===== src/rtl/udc_pkg.sv =====
// Shared types and constants for the up/down counter controller.
// Build option UDC_SHORTEST_PATH_EN selects wrap-around shortest-path stepping.
package udc_pkg;

  localparam int unsigned CNT_W        = 4;
  localparam int unsigned PACE_W       = 4;
  localparam int unsigned STEP_DIV_DEF = 2;

  typedef enum logic [1:0] {
    IDLE,
    MOVE,
    DONE
  } state_e;

  // Returns 1 when the next step toward tgt should be an increment.
  function automatic logic step_up(input logic [CNT_W-1:0] tgt,
                                   input logic [CNT_W-1:0] cnt);
`ifdef UDC_SHORTEST_PATH_EN
    logic [CNT_W-1:0] d;
    d = tgt - cnt;
    return (d != '0) && (d <= CNT_W'(8));
`else
    return tgt > cnt;
`endif
  endfunction

endpackage


===== src/rtl/ud_counter_ctrl_if.sv =====
// Requester and external-counter signals of the up/down counter controller.
interface ud_counter_ctrl_if;
  import udc_pkg::*;

  logic             req0;
  logic             req1;
  logic [CNT_W-1:0] tgt0;
  logic [CNT_W-1:0] tgt1;
  logic             gnt0;
  logic             gnt1;
  logic             done0;
  logic             done1;
  logic             busy;
  logic [CNT_W-1:0] cnt;
  logic             cnt_en;
  logic             cnt_up;
  logic             cnt_down;

  modport master (
    output req0, req1, tgt0, tgt1, cnt,
    input  gnt0, gnt1, done0, done1, busy, cnt_en, cnt_up, cnt_down
  );

  modport slave (
    input  req0, req1, tgt0, tgt1, cnt,
    output gnt0, gnt1, done0, done1, busy, cnt_en, cnt_up, cnt_down
  );

endinterface


===== src/rtl/ud_counter_ctrl_arb.sv =====
// Two-requester round-robin arbiter with a 1-bit priority pointer.
module rr_arb_2 (
  input  logic       clk,
  input  logic       rst,
  input  logic [1:0] req,
  input  logic       advance,
  output logic [1:0] grant
);

  logic ptr_q;

  always_comb begin
    grant = '0;
    if (req == 2'b11) grant[ptr_q] = 1'b1;
    else              grant = req;
  end

  // After a grant the pointer favours the requester that was not served.
  always_ff @(posedge clk or posedge rst) begin
    if (rst)                    ptr_q <= 1'b0;
    else if (advance && |grant) ptr_q <= ~grant[1];
  end

endmodule


===== src/rtl/ud_counter_ctrl.sv =====
// Arbitrates two move requests and paces an external up/down counter to the target.
// Build option UDC_SHORTEST_PATH_EN enables wrap-around shortest-path direction.
module ud_counter_ctrl
  import udc_pkg::*;
#(
  parameter int unsigned STEP_DIV = STEP_DIV_DEF
) (
  input logic              clk,
  input logic              rst,
  ud_counter_ctrl_if.slave bus
);

  localparam logic [PACE_W-1:0] PACE_MAX = PACE_W'(STEP_DIV - 1);

  state_e            state_q;
  logic [PACE_W-1:0] pace_q, pace_d;
  logic [CNT_W-1:0]  tgt_q;
  logic              owner_q;
  logic              gnt0_q, gnt1_q, done0_q, done1_q;
  logic              busy_q, cnt_en_q, up_q, down_q;
  logic [1:0]        grant;
  logic              step_up_d;

  rr_arb_2 u_arb (
    .clk     (clk),
    .rst     (rst),
    .req     ({bus.req1, bus.req0}),
    .advance (state_q == IDLE),
    .grant   (grant)
  );

  assign pace_d    = (pace_q == PACE_MAX) ? '0 : pace_q + PACE_W'(1);
  assign step_up_d = step_up(tgt_q, bus.cnt);

  always_ff @(posedge clk or posedge rst) begin
    if (rst) begin
      state_q  <= IDLE;
      pace_q   <= '0;
      tgt_q    <= '0;
      owner_q  <= 1'b0;
      gnt0_q   <= 1'b0;
      gnt1_q   <= 1'b0;
      done0_q  <= 1'b0;
      done1_q  <= 1'b0;
      busy_q   <= 1'b0;
      cnt_en_q <= 1'b0;
      up_q     <= 1'b0;
      down_q   <= 1'b0;
    end else begin
      gnt0_q   <= 1'b0;
      gnt1_q   <= 1'b0;
      done0_q  <= 1'b0;
      done1_q  <= 1'b0;
      up_q     <= 1'b0;
      down_q   <= 1'b0;
      cnt_en_q <= 1'b1;
      unique case (state_q)
        IDLE: begin
          if (|grant) begin
            gnt0_q  <= grant[0];
            gnt1_q  <= grant[1];
            tgt_q   <= grant[1] ? bus.tgt1 : bus.tgt0;
            owner_q <= grant[1];
            pace_q  <= '0;
            busy_q  <= 1'b1;
            state_q <= MOVE;
          end
        end
        MOVE: begin
          pace_q <= pace_d;
          if (pace_q == PACE_MAX) begin
            if (bus.cnt == tgt_q) state_q <= DONE;
            else if (step_up_d)   up_q    <= 1'b1;
            else                  down_q  <= 1'b1;
          end
        end
        DONE: begin
          done0_q <= ~owner_q;
          done1_q <= owner_q;
          busy_q  <= 1'b0;
          pace_q  <= '0;
          state_q <= IDLE;
        end
        default: state_q <= IDLE;
      endcase
    end
  end

  assign bus.gnt0     = gnt0_q;
  assign bus.gnt1     = gnt1_q;
  assign bus.done0    = done0_q;
  assign bus.done1    = done1_q;
  assign bus.busy     = busy_q;
  assign bus.cnt_en   = cnt_en_q;
  assign bus.cnt_up   = up_q;
  assign bus.cnt_down = down_q;

endmodule

===== src/flat_wrapper.sv =====
// flat-port wrapper written by rule: the top's interface ports become plain ports
module ud_counter_ctrl_flat import udc_pkg::*;
#(
  parameter int unsigned STEP_DIV = STEP_DIV_DEF
)
  (clk, rst, bus_req0, bus_req1, bus_tgt0, bus_tgt1, bus_cnt, bus_gnt0, bus_gnt1, bus_done0, bus_done1, bus_busy, bus_cnt_en, bus_cnt_up, bus_cnt_down);
  ud_counter_ctrl_if bus_i ();
  input logic clk;
  input logic rst;
  input wire logic [$bits(bus_i.req0)-1:0] bus_req0;
  input wire logic [$bits(bus_i.req1)-1:0] bus_req1;
  input wire logic [$bits(bus_i.tgt0)-1:0] bus_tgt0;
  input wire logic [$bits(bus_i.tgt1)-1:0] bus_tgt1;
  input wire logic [$bits(bus_i.cnt)-1:0] bus_cnt;
  output wire logic [$bits(bus_i.gnt0)-1:0] bus_gnt0;
  output wire logic [$bits(bus_i.gnt1)-1:0] bus_gnt1;
  output wire logic [$bits(bus_i.done0)-1:0] bus_done0;
  output wire logic [$bits(bus_i.done1)-1:0] bus_done1;
  output wire logic [$bits(bus_i.busy)-1:0] bus_busy;
  output wire logic [$bits(bus_i.cnt_en)-1:0] bus_cnt_en;
  output wire logic [$bits(bus_i.cnt_up)-1:0] bus_cnt_up;
  output wire logic [$bits(bus_i.cnt_down)-1:0] bus_cnt_down;
  assign bus_i.req0 = bus_req0;
  assign bus_i.req1 = bus_req1;
  assign bus_i.tgt0 = bus_tgt0;
  assign bus_i.tgt1 = bus_tgt1;
  assign bus_i.cnt = bus_cnt;
  assign bus_gnt0 = bus_i.gnt0;
  assign bus_gnt1 = bus_i.gnt1;
  assign bus_done0 = bus_i.done0;
  assign bus_done1 = bus_i.done1;
  assign bus_busy = bus_i.busy;
  assign bus_cnt_en = bus_i.cnt_en;
  assign bus_cnt_up = bus_i.cnt_up;
  assign bus_cnt_down = bus_i.cnt_down;
  ud_counter_ctrl #(.STEP_DIV(STEP_DIV)) u_core (.clk(clk), .rst(rst), .bus(bus_i));
endmodule

===== config.mk =====
export PLATFORM = sky130hd
export DESIGN_NAME = ud_counter_ctrl_flat
export DESIGN_NICKNAME = d
export VERILOG_FILES = /design/src/rtl/udc_pkg.sv /design/src/rtl/ud_counter_ctrl_if.sv /design/src/rtl/ud_counter_ctrl_arb.sv /design/src/rtl/ud_counter_ctrl.sv /design/src/flat_wrapper.sv
export SDC_FILE = /design/constraint.sdc
export NUM_CORES = 1
export LEC_CHECK = 0
export CAP_MARGIN = 20
export CORE_MARGIN = 1.5
export CORE_UTILIZATION = 48
export DETAILED_ROUTE_END_ITERATION = 6
export GPL_TIMING_DRIVEN = 0
export PLACE_DENSITY = 0.78
export SYNTH_ARGS = -nofsm -noshare
export SYNTH_HDL_FRONTEND = slang
export SYNTH_SLANG_ARGS = --single-unit
export TNS_END_PERCENT = 10

===== constraint.sdc =====
create_clock -name clk -period 1.69 [get_ports clk]
set_clock_uncertainty 0.2 [all_clocks]
set_input_delay 0.169 -clock clk [delete_from_list [all_inputs] [get_ports clk]]
set_output_delay 0.169 -clock clk [all_outputs]
set_load 0.02 [all_outputs]

==> impl_summary.md, run 1 <==
Logic synthesis
The complex-gate fraction of the synthesized area is 15.6%. By area, the combinational part of the netlist is dominated by simple AND/OR/NAND/NOR gates. The post-synthesis sequential element count is 20. The post-synth design cell area is 995 um^2.

The mean cell area of the mapped netlist is 10.7 um^2. The share of the Yosys chip area taken by registers is 50.3%. Synthesis handed over a netlist of 93 instances. The synthesized net count is 115.

The share of synthesized cell area in full adder, half adder and majority cells is 7.55%. The portion of netlist area occupied by mux cells is 1.01%. The number of distinct standard cells referenced by the synthesized netlist is 32. The share of synthesized cell area in and, or, nand and nor gates is 18.7%.

The parity-gate share of the synthesized area counting xor and xnor cells is 0.881%. The library cell occupying the most area in the post-synthesis netlist is sky130_fd_sc_hd__dfrtp_1. For this run, the number of Yosys warnings is 0.

The share of synthesized area in the top cell type comes to 50.3%. By area the synthesized netlist is led by sky130_fd_sc_hd__dfrtp_1 50%, sky130_fd_sc_hd__ha_1 7.5%, sky130_fd_sc_hd__inv_1 4.5%.

Critical path
The launch point of the critical path is u_core.bus.cnt_en. The critical path goes through clkdlybuf4s50_1. STA classifies the critical path startpoint as a flop. Data arrives at the worst endpoint at 1.26 ns. The setup path with the least slack is of type flop to output port.

The kind of cell with the highest combined delay along the critical path is buffers and inverters. Setup slack on the worst reg-to-reg path comes out at 0.09 ns. Along the worst path, the maximum fanout reaches 1. The worst reg2reg path depth is 4. For this run, the slowest stage of the critical path takes 0.61 ns. For the worst setup path, the data required time is 1.32 ns. The slowest stage cell on the critical path is sky130_fd_sc_hd__clkdlybuf4s50_1.

In this run the number of cells on the critical path is 1. The launch instance of the worst register-to-register path is u_core.tgt_q[2]. STA classifies the critical path endpoint as an output port. The worst path buffer plus inverter count is 1.

The terminus of the critical flop-to-flop path is u_core.bus.cnt_up. The capturing instance or port of the critical path is bus_cnt_en.

Layout
The count of fill cells added during filler insertion is 179. Compared with the post-synthesis result, the final layout area differs by 28.6%. The final standard cell count with taps included and fillers excluded is 145. The number of antenna diodes in the final layout is 0.

The net count reported at finish is 142. The share of cells above drive strength 1 is 9.32%. Measured on the finished design, the core utilization comes to 65.2%.

Route
The count of TritonRoute iterations in the first routing pass is 4. The number of design-rule violations left by the first detailed-router iteration is 5. After detailed routing, the number of vias per cell comes to 5.43. The DRC violation count after routing is 0. The overall routed net length is 2050 um.

The total vias in the final route is 787. In the final routed layout, each cell accounts on average for 14.1 um. The number of routed nets with antenna violations is 0.

Timing
Static timing analysis puts the maximum clock frequency at 0.613 GHz. Setup repair after global routing left no endpoint under its margin. The number of failing hold endpoints at the final stage is 0. In the post-route analysis, the smallest setup slack over all paths is 0.0583 ns. The number of max-slew violations in the final report came to 0. The clock period could shrink to 1.63 ns. The final count of negative-setup-slack endpoints is 0.

The worst pin sits at a relative slew slack of 50.0%. The final clock period utilization by the worst path is 96.5%. The actual slew at the worst max-slew pin is 0.749 ns.

Clocking
TritonCTS built the clock tree. The count of clock tree sinks is 20. The cell sitting at the root of the clock tree is a sky130_fd_sc_hd__clkbuf_4.

The maximum count of clock buffers along a single path is 2. After clock tree synthesis, the setup repair step added 0 buffers. TritonCTS created 3 clock buffers.

The source-to-sink clock delay at the later pin of the worst-skew pair is 0.30 ns. Clock-pin slew was measured on the worst setup and hold paths at 0.11 ns. CTS built an H-tree with a depth of 1.

Global route
The total grt overflow is 0. The number of antenna violations at the first check in global routing was 0. Global routing consumed, over all layers together, 19.3% of the routing resources. The via count of the first global-routing pass is 753. The pin count of the biggest net entering global routing is 21. The first global-routing pass estimated 3430 um of wire.

Job
The number of max-capacitance violations reported is 0.

Placement
The HPWL after detailed placement is 1520 um. The number of buffer cells added on primary ports is 21. The routability congestion estimate from global placement is 0.753.

Prior to clock tree synthesis, the placed netlist has a worst setup slack of -0.173 ns. The placed instance count is 141.

Floorplanning
24 I/O pins were placed. The placement row count is 16. The die footprint is 2350 um^2. The starting density of the core is 50.7%. The die is 48.5 um tall. Measured along the x axis, the die boundary spans 48.5 um. The core region is 1960 um^2.

Power and ir drop
The power density relative to cell area is 1280 nW/um^2. The leakage power is 0.605 nW. The worst voltage drop across the vdd grid is 0.000938 V. The total power of the final layout is 1.63 mW.

Min path
In this run the worst hold path is classified as input port to flop. The startpoint identified for the worst hold timing path is bus_req0.

Outcome
The run finished with clean final reports.
cell type report:
type / instances / area (um^2) / area share, %
Multi-Input combinational cell: 59 / 444 / 34.7
Inverter: 12 / 45.0 / 3.52
Sequential cell: 20 / 500 / 39.1
Buffer: 2 / 10.0 / 0.783
Timing Repair Buffer: 22 / 223 / 17.4
Tap cell: 27 / 33.8 / 2.64
Clock buffer: 3 / 22.5 / 1.76
state kept, by name, summed over array words and instances (netlist names):
register / flops
u_core.owner_q: 1
u_core.bus.cnt_up: 1
u_core.bus.cnt_down: 1
u_core.bus.cnt_en: 1
u_core.state_q: 2
u_core.bus.gnt0: 1
u_core.bus.busy: 1
u_core.pace_q: 4
u_core.bus.done0: 1
u_core.tgt_q: 4
u_core.bus.gnt1: 1
u_core.bus.done1: 1
u_core.u_arb.ptr_q: 1
Yosys cell counts:
library cell / count
sky130_fd_sc_hd__dfrtp_1: 20
sky130_fd_sc_hd__inv_1: 12
sky130_fd_sc_hd__nor2_1: 7
sky130_fd_sc_hd__ha_1: 6
sky130_fd_sc_hd__a21oi_1: 5
sky130_fd_sc_hd__nand2_1: 4
sky130_fd_sc_hd__nand3_1: 4
sky130_fd_sc_hd__a221o_1: 3
sky130_fd_sc_hd__and4_1: 3
sky130_fd_sc_hd__and2b_1: 2
sky130_fd_sc_hd__and3_1: 2
sky130_fd_sc_hd__buf_2: 2
sky130_fd_sc_hd__nand2b_1: 2
sky130_fd_sc_hd__o21a_1: 2
sky130_fd_sc_hd__o22ai_1: 2
sky130_fd_sc_hd__a21bo_2: 1
sky130_fd_sc_hd__a2bb2oi_1: 1
sky130_fd_sc_hd__a31oi_1: 1
sky130_fd_sc_hd__conb_1: 1
sky130_fd_sc_hd__mux2i_1: 1
sky130_fd_sc_hd__nand4_1: 1
sky130_fd_sc_hd__nor2_2: 1
sky130_fd_sc_hd__nor2b_1: 1
sky130_fd_sc_hd__nor4_1: 1
sky130_fd_sc_hd__nor4_2: 1
sky130_fd_sc_hd__nor4_4: 1
sky130_fd_sc_hd__o21ai_2: 1
sky130_fd_sc_hd__o21bai_1: 1
sky130_fd_sc_hd__o221ai_1: 1
sky130_fd_sc_hd__o22ai_2: 1
sky130_fd_sc_hd__o311a_1: 1
sky130_fd_sc_hd__xnor2_1: 1
cells in the final DEF (no fill, tap or decap), types with 3 or more instances in the layout:
master	count
sky130_fd_sc_hd__a21oi_1	5
sky130_fd_sc_hd__a221o_1	3
sky130_fd_sc_hd__and4_1	3
sky130_fd_sc_hd__clkbuf_4	3
sky130_fd_sc_hd__clkdlybuf4s50_1	20
sky130_fd_sc_hd__dfrtp_1	20
sky130_fd_sc_hd__ha_1	6
sky130_fd_sc_hd__inv_1	12
sky130_fd_sc_hd__nand2_1	4
sky130_fd_sc_hd__nand3_1	4
sky130_fd_sc_hd__nor2_1	7
report_power, final:
part           switching [mW]  internal [mW]
combinational           0.333          0.337
clock                   0.146         0.0832
sequential              0.108          0.627
total                   0.586           1.05
what timing repair did:
action,CTS,global route
endpoints found under the hold margin,1,0
gates resized for setup,0,2
hold buffers,1,0
endpoints found under the setup margin,0,4
per-stage QoR:
stage | instance area [um^2] | hold WS [ns] | TNS [ns]
after floorplan | 995 | -0.0672 | 0
after global placement | 1240 | 0.209 | -0.152
after detailed placement | 1240 | 0.220 | -0.209
after CTS | 1270 | 0.0181 | 0
after global routing | 1280 | 0.0291 | 0
final | 1280 | 0.0249 | 0
per-layer routing:
metal	vias up	global-route usage, %	wire length (um)
met1	380	24.3	872
met3	4	5.56	109
met5	-	0	0
li1	379	-	-
met4	0	8.10	39
met2	24	31.3	1020
worst min-delay path by stage:
stage | endpoint | slack [ns] | depth (start not counted)
after detailed placement | u_core.bus.done0 | 0.22 | 1
after global routing | u_core.bus.gnt0 | 0.03 | 2
after floorplan | u_core.bus.busy | -0.07 | 1
after global placement | u_core.bus.done0 | 0.21 | 1
final | u_core.bus.gnt0 | 0.02 | 2
after CTS | u_core.bus.gnt0 | 0.02 | 2
cells by family after synthesis:
group | count (synthesis)
xor+xnor | 1
compound gates | 20
other cells | 1
fa+ha+maj | 6
mux | 1
simple gates | 30
flops | 20
buf+inv | 14
(Power assumes the default switching activity.)
==> run 2: changes to the inputs <==
--- a/config.mk
+++ b/config.mk
@@ -7,11 +7,11 @@
 export LEC_CHECK = 0
 export CAP_MARGIN = 20
 export CORE_MARGIN = 1.5
-export CORE_UTILIZATION = 48
+export CORE_UTILIZATION = 47
 export DETAILED_ROUTE_END_ITERATION = 6
 export GPL_TIMING_DRIVEN = 0
-export PLACE_DENSITY = 0.78
+export PLACE_DENSITY = 0.77
 export SYNTH_ARGS = -nofsm -noshare
 export SYNTH_HDL_FRONTEND = slang
+export SYNTH_HIERARCHICAL = 1
 export SYNTH_SLANG_ARGS = --single-unit
-export TNS_END_PERCENT = 10
==> run 2 against run 1 <==
Compared with the run above:
- the run now ends with setup timing left
- clock-buffer cell count unchanged
- flip-flop and latch count is the same
- routed wire length shrank 2.0%
- combinational power down 2%
- critical path type is now flop to flop
- largest power group unchanged
==> impl_summary.md, run 2 <==
Outcome
The run finished, with violations left. The checks that failed: setup timing.

Power and ir drop
The worst voltage drop across the vdd grid is 0.00117 V (+24%). The power density relative to cell area was 1180 nW/um^2 (-7.3%). The leakage power was 0.708 nW (+17%).

Timing
The number of max-slew violations in the final report is 0 (unchanged). Setup repair after global routing could not meet its margin everywhere. The shortest clock period the worst path allows after layout was 1.73 ns (+0.100 ns). The number of failing hold endpoints at the final stage came to 0 (unchanged). The maximum frequency from static timing analysis came to 0.577 GHz (-5.8%). The final sum of negative setup slack came to -0.0704 ns (-0.0704 ns). The final clock period utilization by the worst path is 102% (+5.9 points). The final worst-path setup slack was -0.0421 ns (-0.100 ns).

The final count of negative-setup-slack endpoints was 2 (+2).

Clocking
The root buffer cell chosen for the clock tree is sky130_fd_sc_hd__clkbuf_4. The count of clock tree sinks is 20 (unchanged). The maximum level of the CTS H-tree was 1 (unchanged). The register clock-pin slew on the reported worst setup and hold paths was 0.12 ns (about the same).

The number of clock buffers inserted by TritonCTS is 3 (unchanged). TritonCTS built the clock tree. The maximum count of clock buffers along a single path is 2 (unchanged).

The source-to-sink clock delay at the later pin of the worst-skew pair is 0.31 ns (about the same).

Critical path
The endpoint type of the worst setup path is a flop. The critical path in this run is classified as flop to flop. The flop-to-flop setup slack is -0.04 ns (-0.13 ns).

The critical path goes through ha_4, nand4_1, or4b_4, o21ba_4. The arrival time of data at the critical path endpoint is 1.79 ns (+0.53 ns). The required time of the critical path is 1.75 ns (+0.43 ns). The launch instance of the worst register-to-register path is u_core/tgt_q[3]. The worst register-to-register path ends at u_core/bus.cnt_up. The worst path buffer plus inverter count is 0 (-1). The dominant delay contributor by cell family on the critical path is simple AND/OR/NAND/NOR gates. The slowest stage of the critical path is the sky130_fd_sc_hd__or4b_4 cell. The worst reg2reg path depth came to 4 (unchanged). The maximum fanout along the worst path is 2 (+1). STA classifies the critical path startpoint as a flop.

The maximum single-stage delay on the critical path was 0.48 ns (-0.13 ns).

Floorplanning
The number of primary I/O pins is 24 (unchanged). The height of the chip came to 48.7 um (+0.28%). The starting density of the core is 49.9% (-0.77 points).

The floorplan die width was 48.7 um (+0.28%). The core area is 1960 um^2 (unchanged). The placement row count is 16 (unchanged). The die footprint is 2370 um^2 (+0.56%).

Route
The total vias in the final route is 768 (-2.4%). The overall routed net length is 2010 um (-2.0%). The DRC violation count after routing is 0 (unchanged).

The count of TritonRoute iterations in the first routing pass was 2 (-2). The number of design-rule violations left by the first detailed-router iteration is 13 (+8). The number of routed nets with antenna violations came to 0 (unchanged). The final routed wire length divided by cell count is 13.5 um (-4.6%). The via-per-instance ratio was 5.15 (-5.0%).

Min path
The worst hold path belongs to the class flop to flop. The number of stages on the worst hold path was 1 (-1). The worst hold path terminates at u_core/bus.done0.

The worst hold path begins at u_core/owner_q.

Logic synthesis
In the post-synthesis netlist, the biggest area contributors are sky130_fd_sc_hd__dfrtp_1 51%, sky130_fd_sc_hd__ha_1 7.7%, sky130_fd_sc_hd__mux2_2 6.9%. The async set-or-reset flop fraction in the synthesized netlist is 100% (unchanged). The post-synthesis sequential element count is 20 (unchanged). The number of enable-type register cells in the synthesized netlist is 0 (unchanged). The mean cell area of the mapped netlist is 11.4 um^2 (+6.5%).

The most used flip-flop cell after synthesis is sky130_fd_sc_hd__dfrtp_1. The library cell occupying the most area in the post-synthesis netlist is sky130_fd_sc_hd__dfrtp_1. The cell with the most instances after synthesis is sky130_fd_sc_hd__dfrtp_1. The sequential cell area fraction in the yosys report is 51.1% (+0.77 points). The share of Yosys cell area claimed by the top area cell type was 51.1% (+0.77 points). The number of distinct standard cells referenced by the synthesized netlist came to 33 (+3.1%). The number of warnings printed during yosys synthesis is 6 (+6).

The synthesized net count is 108 (-6.1%). By count the netlist is led by 20 x sky130_fd_sc_hd__dfrtp_1, 9 x sky130_fd_sc_hd__inv_1, 6 x sky130_fd_sc_hd__ha_1, 6 x sky130_fd_sc_hd__mux2_2. The number of cells produced by synthesis is 86 (-7.5%). The post-synth design cell area came to 980 um^2 (-1.5%).

Job
The number of max-capacitance violations reported is 0 (unchanged).

Global route
The via count of the first global-routing pass was 800 (+6.2%). The total grt overflow came to 0 (unchanged). The pin count of the biggest net entering global routing is 20 (-4.8%). The layer flagged by global routing as most heavily used is met2. The met2 demand-to-capacity share in global routing is 34.2% (+3.0 points). The routing usage on met1 was 22.4% (-2.0 points). The number of antenna violations at the first check in global routing is 0 (unchanged). The wire length of the first global-routing pass is 3500 um (+2.0%).

The met3 layer usage reported by global route was 7.72% (+2.2 points). The aggregate global-route resource usage is 20.4% (+1.1 points).

Layout
The count of fill cells added during filler insertion is 146 (-18%). The register cell area after layout is 500 um^2 (unchanged). The net count reported at finish is 145 (+2.1%).

The multi-input combinational cell area is 539 um^2 (+21%). The share of cells above drive strength 1 is 28.7% (+19 points). In the layout the commonest cells are 21 x sky130_fd_sc_hd__clkdlybuf4s50_1, 20 x sky130_fd_sc_hd__dfrtp_1, 8 x sky130_fd_sc_hd__buf_4. The antenna diode instance count is 0 (unchanged). The final standard cell count with taps included and fillers excluded is 149 (+2.8%). The relative area change from synthesis to final layout is 51.1%.

The most common cell after layout, fill and taps aside is sky130_fd_sc_hd__clkdlybuf4s50_1. In the final layout, the registers with the most flip-flops are u_core/pace_q x4, u_core/tgt_q x4, u_core/state_q x2.

Placement
The placed instance count is 136 (-3.5%). The HPWL after detailed placement is 1370 um (-9.6%). The number of buffer cells added on primary ports is 23 (+9.5%). The routability congestion estimate from global placement came to 0.704 (-6.5%).

The pre-CTS worst setup slack was -0.446 ns (-0.273 ns).
-- run 2: changes by cell type after synthesis, moves of 3 or more --
cell	change
sky130_fd_sc_hd__mux2_2	+6
sky130_fd_sc_hd__nor2_1	-4
sky130_fd_sc_hd__a21oi_1	-3
sky130_fd_sc_hd__a221o_1	-3
sky130_fd_sc_hd__and4_1	-3
sky130_fd_sc_hd__inv_1	-3
-- run 2: how the worst max path moves through the flow --
stage                               start                 to  slack [ns]  cells after the start
after floorplan           u_core/tgt_q[3]  u_core/bus.cnt_up       0.006                      4
after global placement           bus_req1    u_core/tgt_q[3]       -0.39                      5
after detailed placement         bus_req1    u_core/tgt_q[1]       -0.45                      5
after CTS                 u_core/tgt_q[3]  u_core/bus.cnt_up       -0.02                      4
after global routing      u_core/tgt_q[2]  u_core/bus.cnt_up       -0.07                      4
final                     u_core/tgt_q[3]  u_core/bus.cnt_up       -0.04                      4
-- run 2: area by class of cell --
| type | instances | share of cell area [%] |
|---|---|---|
| buffer | 1 | 0.761 |
| clock buffer | 3 | 1.52 |
| clock inverter | 1 | 2.03 |
| inverter | 9 | 2.54 |
| multi-input combinational | 56 | 36.4 |
| sequential | 20 | 33.8 |
| tap | 27 | 2.28 |
| timing repair buffer | 32 | 20.6 |
-- run 2: through the flow --
step / hold WS (ns) / utilization [%] / instance area, um^2 / power (mW)
after floorplan: -0.302 / - / 980 / 1.01
after global placement: 0.138 / 63.4 / 1240 / 1.14
after detailed placement: 0.148 / 63.4 / 1240 / 1.17
after CTS: 0.233 / 72.4 / 1420 / 1.69
after global routing: 0.239 / 75.4 / 1480 / 1.86
final: 0.232 / 75.4 / 1480 / 1.75
-- run 2: logic make-up after synthesis --
group / share of synthesized area [%]
and+or+nand+nor: 15.3
DFF: 51.1
AOI/OAI and AO/OA: 11.8
buffers and inverters: 3.83
muxes: 9.96
adders and majority gates: 7.66
other: 0.383
-- run 2: repair_timing --
action / CTS / global route
setup buffers: 7 / 2
gates resized for setup: 9 / 17
hold buffers: 1 / 0
endpoints found under the setup margin: 8 / 13
hold endpoints to repair: 1 / 0
pin swaps: 1 / 2
-- run 2: worst register-to-register path, stage by stage (launching register included) --
cell                      delay (ns)
sky130_fd_sc_hd__dfrtp_1        0.44
sky130_fd_sc_hd__ha_4           0.23
sky130_fd_sc_hd__nand4_1        0.10
sky130_fd_sc_hd__or4b_4         0.48
sky130_fd_sc_hd__o21ba_4        0.23
-- run 2: layer usage --
layer	wire length, um	share of wire [%]	vias to the layer above
li1	-	-	377
met4	63	3.1	0
met2	1030	51	24
met1	804	40	360
met3	106	5.3	7
met5	0	0	-
-- run 2: where the power goes --
| group | internal, mW | switching, mW | total, mW |
|---|---|---|---|
| sequential | 0.596 | 0.107 | 0.703 |
| combinational | 0.371 | 0.284 | 0.655 |
| clock | 0.240 | 0.154 | 0.394 |
| total | 1.21 | 0.545 | 1.75 |
